===== config.mk =====
export PLATFORM = sky130hd
export DESIGN_NAME = relay_bbm_sequencer
export DESIGN_NICKNAME = d
export VERILOG_FILES = /design/src/rtl/relay_bbm_sequencer.sv
export SDC_FILE = /design/constraint.sdc
export NUM_CORES = 1
export LEC_CHECK = 0
export ABC_AREA = 1
export CORE_MARGIN = 4
export CORE_UTILIZATION = 50
export CTS_BUF_LIST = sky130_fd_sc_hd__clkbuf_16
export DETAILED_ROUTE_END_ITERATION = 10
export DONT_BUFFER_PORTS = 1
export GPL_ROUTABILITY_DRIVEN = 0
export PLACE_DENSITY = 0.72
export SETUP_SLACK_MARGIN = 0.5
export SYNTH_ARGS = -nofsm -noshare
export SYNTH_HDL_FRONTEND = slang
export SYNTH_SLANG_ARGS = --single-unit

===== constraint.sdc =====
create_clock -name CLK_SYS -period 6.9 [get_ports CLK_SYS]
set_input_delay 2.07 -clock CLK_SYS [delete_from_list [all_inputs] [get_ports CLK_SYS]]
set_output_delay 2.07 -clock CLK_SYS [all_outputs]
set_load 0.1 [all_outputs]

===== src/rtl/relay_bbm_sequencer.sv =====
// Break-before-make sequencer: releases switched-off relays first, waits a dead time,
// then drives newly enabled relays, and signals completion after a settle interval.
module relay_bbm_sequencer #(
  parameter int NCH           = 22,
  parameter int BREAK_CYCLES  = 1200,
  parameter int SETTLE_CYCLES = 6000
) (
  input  logic           CLK_SYS,
  input  logic           RESET,
  input  logic [NCH-1:0] STATE_IN,
  input  logic           STATE_VALID,
  output logic [NCH-1:0] RELAY_OUT,
  output logic           BUSY,
  output logic           DONE,
  output logic           OVERRUN
);

  localparam int MAXC = (BREAK_CYCLES > SETTLE_CYCLES) ? BREAK_CYCLES : SETTLE_CYCLES;
  localparam int CW   = (MAXC > 1) ? $clog2(MAXC) : 1;
  localparam logic [CW-1:0] BRK_LD = CW'(BREAK_CYCLES - 1);
  localparam logic [CW-1:0] SET_LD = CW'(SETTLE_CYCLES - 1);

  typedef enum logic [1:0] {
    IDLE       = 2'd0,
    BREAK_WAIT = 2'd1,
    SETTLE     = 2'd2
  } state_t;

  state_t         state_q, state_d;
  logic [CW-1:0]  cnt_q, cnt_d;
  logic [NCH-1:0] relay_q, relay_d;
  logic [NCH-1:0] tgt_q, tgt_d;
  logic [NCH-1:0] pend_q, pend_d;
  logic           pendFlag_q, pendFlag_d;
  logic           done_q, done_d;
  logic           overrun_q, overrun_d;
  logic [NCH-1:0] req, offMask, onMask;

  always_ff @(posedge CLK_SYS) begin
    if (RESET) begin
      state_q    <= IDLE;
      cnt_q      <= '0;
      relay_q    <= '0;
      tgt_q      <= '0;
      pend_q     <= '0;
      pendFlag_q <= 1'b0;
      done_q     <= 1'b0;
      overrun_q  <= 1'b0;
    end else begin
      state_q    <= state_d;
      cnt_q      <= cnt_d;
      relay_q    <= relay_d;
      tgt_q      <= tgt_d;
      pend_q     <= pend_d;
      pendFlag_q <= pendFlag_d;
      done_q     <= done_d;
      overrun_q  <= overrun_d;
    end
  end

  always_comb begin
    state_d    = state_q;
    cnt_d      = cnt_q;
    relay_d    = relay_q;
    tgt_d      = tgt_q;
    pend_d     = pend_q;
    pendFlag_d = pendFlag_q;
    done_d     = 1'b0;
    overrun_d  = 1'b0;
    req        = STATE_VALID ? STATE_IN : pend_q;
    offMask    = relay_q & ~req;
    onMask     = req & ~relay_q;

    case (state_q)
      IDLE: begin
        // A fresh strobe takes priority and silently drops any pending word.
        if (STATE_VALID || pendFlag_q) begin
          pendFlag_d = 1'b0;
          if (offMask == '0 && onMask == '0) begin
            done_d = 1'b1;
          end else if (offMask != '0 && onMask != '0) begin
            relay_d = relay_q & req;
            tgt_d   = req;
            cnt_d   = BRK_LD;
            state_d = BREAK_WAIT;
          end else begin
            relay_d = req;
            cnt_d   = SET_LD;
            state_d = SETTLE;
          end
        end
      end
      BREAK_WAIT: begin
        if (cnt_q == '0) begin
          relay_d = tgt_q;
          cnt_d   = SET_LD;
          state_d = SETTLE;
        end else begin
          cnt_d = cnt_q - 1'b1;
        end
      end
      SETTLE: begin
        if (cnt_q == '0) begin
          done_d  = 1'b1;
          state_d = IDLE;
        end else begin
          cnt_d = cnt_q - 1'b1;
        end
      end
      default: state_d = IDLE;
    endcase

    // While a sequence runs, requests queue one deep and the latest wins.
    if (state_q != IDLE && STATE_VALID) begin
      pend_d     = STATE_IN;
      pendFlag_d = 1'b1;
      overrun_d  = pendFlag_q;
    end
  end

  assign RELAY_OUT = relay_q;
  assign DONE      = done_q;
  assign OVERRUN   = overrun_q;
  assign BUSY      = (state_q != IDLE) | pendFlag_q;

endmodule

==> reports/results.ini <==
[setup_path]
crit_cells = 12
crit_type = in -> reg
cp_slowest_cell = nand3_2
path_cells = inv_4, nand2_1, nand2_1, nand2_1, nand2_1, nor2_1, nand3_1, inv_1, nand2_2, nand3_2, or2_2, a21oi_1
path_buf_inv = 2
critPathArrivalTime_ns = 4.72
end_kind = register
critical-path-max-stage-delay_ns = 0.76
crit_family = simple AND/OR/NAND/NOR gates
crit_fanout = 52
cpMostUsedCell = nand2_1
cp_data_required_time_ns = 7.17
ff2ff_path_depth = 9
cp-start-kind = input pin

[final_layout]
area_growth_syn_to_layout_pct = 6.01
design_area_um2 = 5300
diodes = 0
utilization_pct = 54.2
layout-drive-gt1-share_pct = 4.83
nets = 834

[pwr]
powerDensity_nw_per_um2 = 599
p_leak_uw = 0.00267
ir_worst_vdd_v = 0.000289
total_power_uw = 3180

[floorplanning]
fp.dieW_um = 108
die_area_um2 = 11700
ios = 50
start_util_pct = 51.2
fp.coreArea_um2 = 9770
die_h_um = 108
rows = 36

[cts]
clk_pin_slew_ns = 0.07
post_cts_resized = 0
insertion_delay_ns = 0.35
cts_num_sinks = 84
numCtsBuffers = 9
htree_levels = 3
cts_root_buf = clkbuf_16
cts_tree = yes
cts-hold-fix-buffers = 0
clockBufferDepth = 2
cts_setup_buffers = 0

[route]
drtPass1Iterations = 5
dr.first_iter.drc_count = 436
via_per_inst = 5.26
vias = 4951
ant_nets = 0
drc = 0
wl_um = 12900
wl_per_cell_um = 13.7

[logic_synthesis]
ys_types = 27
synth.yosys.seq_area_share_pct = 33.6
syn_nets = 861
syn-cell-area_um2 = 5000
ys.warnings.count = 0
netlist_instances = 830
yosys_register_bits = 84
synth_top_area_cell = dfxtp_1
synth_top_area_share_pct = 33.6
syn-mean-instance-area_um2 = 6.02
netlist_top_cells_area = dfxtp_1 (34%), nand2_1 (21%), nor2_1 (8.3%), nand3_1 (7.1%), inv_1 (7.1%)

[min_path]
min_path_type = reg -> reg
min_path_cells = 2

[timing]
setup_tns_ns = 0
relSlewSlack_pct = 23.3
worst_pin_slew_ns = 1.15
fmax_mhz = 225
drv_slew = 0
fin_skew_ns = 0.0119
fin_crit_sh_pct = 64.5
hold_viol_final = 0
rsz0062_at_grt = false
finalCriticalPeriod_ns = 4.45
setup_viol = 0

[place]
dp.final_hpwl_um = 8440
io_buffers = 0
place_area_um2 = 4960

[global_routing]
grt_pass1_wl_um = 21600
overflow = 0
grt_pass1_vias = 4631
antenna_found_initial = 1
grt_max_degree = 60
track_usage_pct = 22.8

[flow_run]
max_cap_violations = 0

[outcome]
outcome = completed

placed cells by master, fill, tap and decap left out, drive strengths merged:
cell    Yosys  layout
inv        95      96
nor3        4       4
bufinv      0       3
o21a        1       1
buf        24       2
nand3      75      75
a21oi      62      62
o21ai      46      46
clkinv      1       4
xor2        8       8
clkbuf     16       9
nor2      112     112
ha          6       6
nand2     279     279
dfxtp      84      84
nand4       8       8
or2         9       9
synthesized netlist by cell type:
master,instances
buf_4,4
buf_1,4
inv_1,94
nor3_1,4
nand3_2,2
or2_2,6
o21ai_0,35
o21ai_1,5
o21a_1,1
nand2_2,3
clkbuf_1,16
clkinv_1,1
a21oi_1,62
nand3_4,2
ha_1,6
nand4_1,8
buf_2,10
nand3_1,71
dfxtp_1,84
buf_6,6
or2_1,3
nor2_1,110
nor2_2,2
xor2_1,8
nand2_1,276
o21ai_2,6
inv_4,1
cell families (layout without fill, tap and decap cells):
logic type               after synthesis  in the layout  synth area share [%]
flip-flops                            84             84                  33.6
AND/OR/NAND/NOR                      487            487                  40.3
AO/OA/AOI/OAI                        109            109                  11.4
adder cells (fa/ha/maj)                6              6                  1.50
XOR/XNOR                               8              8                  1.40
buffers and inverters                136            114                  11.7
power by group:
part | internal [µW] | total, µW | leakage, µW | switching, µW
Combinational | 436 | 1370 | 0.00180 | 930
Clock | 353 | 561 | 0.000171 | 208
Sequential | 661 | 1250 | 0.000691 | 587
Total | 1450 | 3180 | 0.00267 | 1720
worst paths after layout:
path,end,from,slack [ns]
worst min register to register,tgt_q[16],tgt_q[16],0.45
worst max register to register,tgt_q[18],RELAY_OUT[12],3.24
worst max-delay path,tgt_q[18],STATE_VALID,2.45
worst min-delay path,tgt_q[16],tgt_q[16],0.45
flip-flops by register name (all words and copies together), names as in the netlist:
signal      cells
state_q         2
OVERRUN         1
pend_q         22
RELAY_OUT      22
pendFlag_q      1
cnt_q          13
DONE            1
tgt_q          22
metal layers:
metal / vias up / GRT usage (%) / routed length [µm]
met4: 2 / 7.57 / 184
met5: - / 0 / 8
li1: 2533 / - / -
met1: 2257 / 28.6 / 5740
met2: 139 / 37.7 / 5900
met3: 20 / 6.75 / 1040
through the flow:
| stage | cells | hold WS (ns) | setup WS [ns] |
|---|---|---|---|
| floorplan | 830 | 0.424 | 3.26 |
| global placement | 925 | 0.433 | 2.31 |
| detailed placement | 925 | 0.440 | 2.20 |
| CTS | 941 | 0.450 | 2.55 |
| global route | 941 | 0.465 | 2.20 |
| finish | 941 | 0.449 | 2.45 |
worst min-delay path: cells and delay by family, from the launching register on:
family / cells / cell delay, ns
AOI/OAI and AO/OA: 1 / 0.05
DFF: 1 / 0.31
buffers and inverters: 1 / 0.05
cell type report:
cell class / instances / area, µm²
Clock inverter: 7 / 116
Multi-Input combinational cell: 610 / 2730
Clock buffer: 9 / 225
Sequential cell: 84 / 1680
Timing Repair Buffer: 2 / 15.0
Fill cell: 1015 / 4470
Tap cell: 133 / 166
Inverter: 96 / 363
No activity file was read; power rests on OpenSTA's default activity.
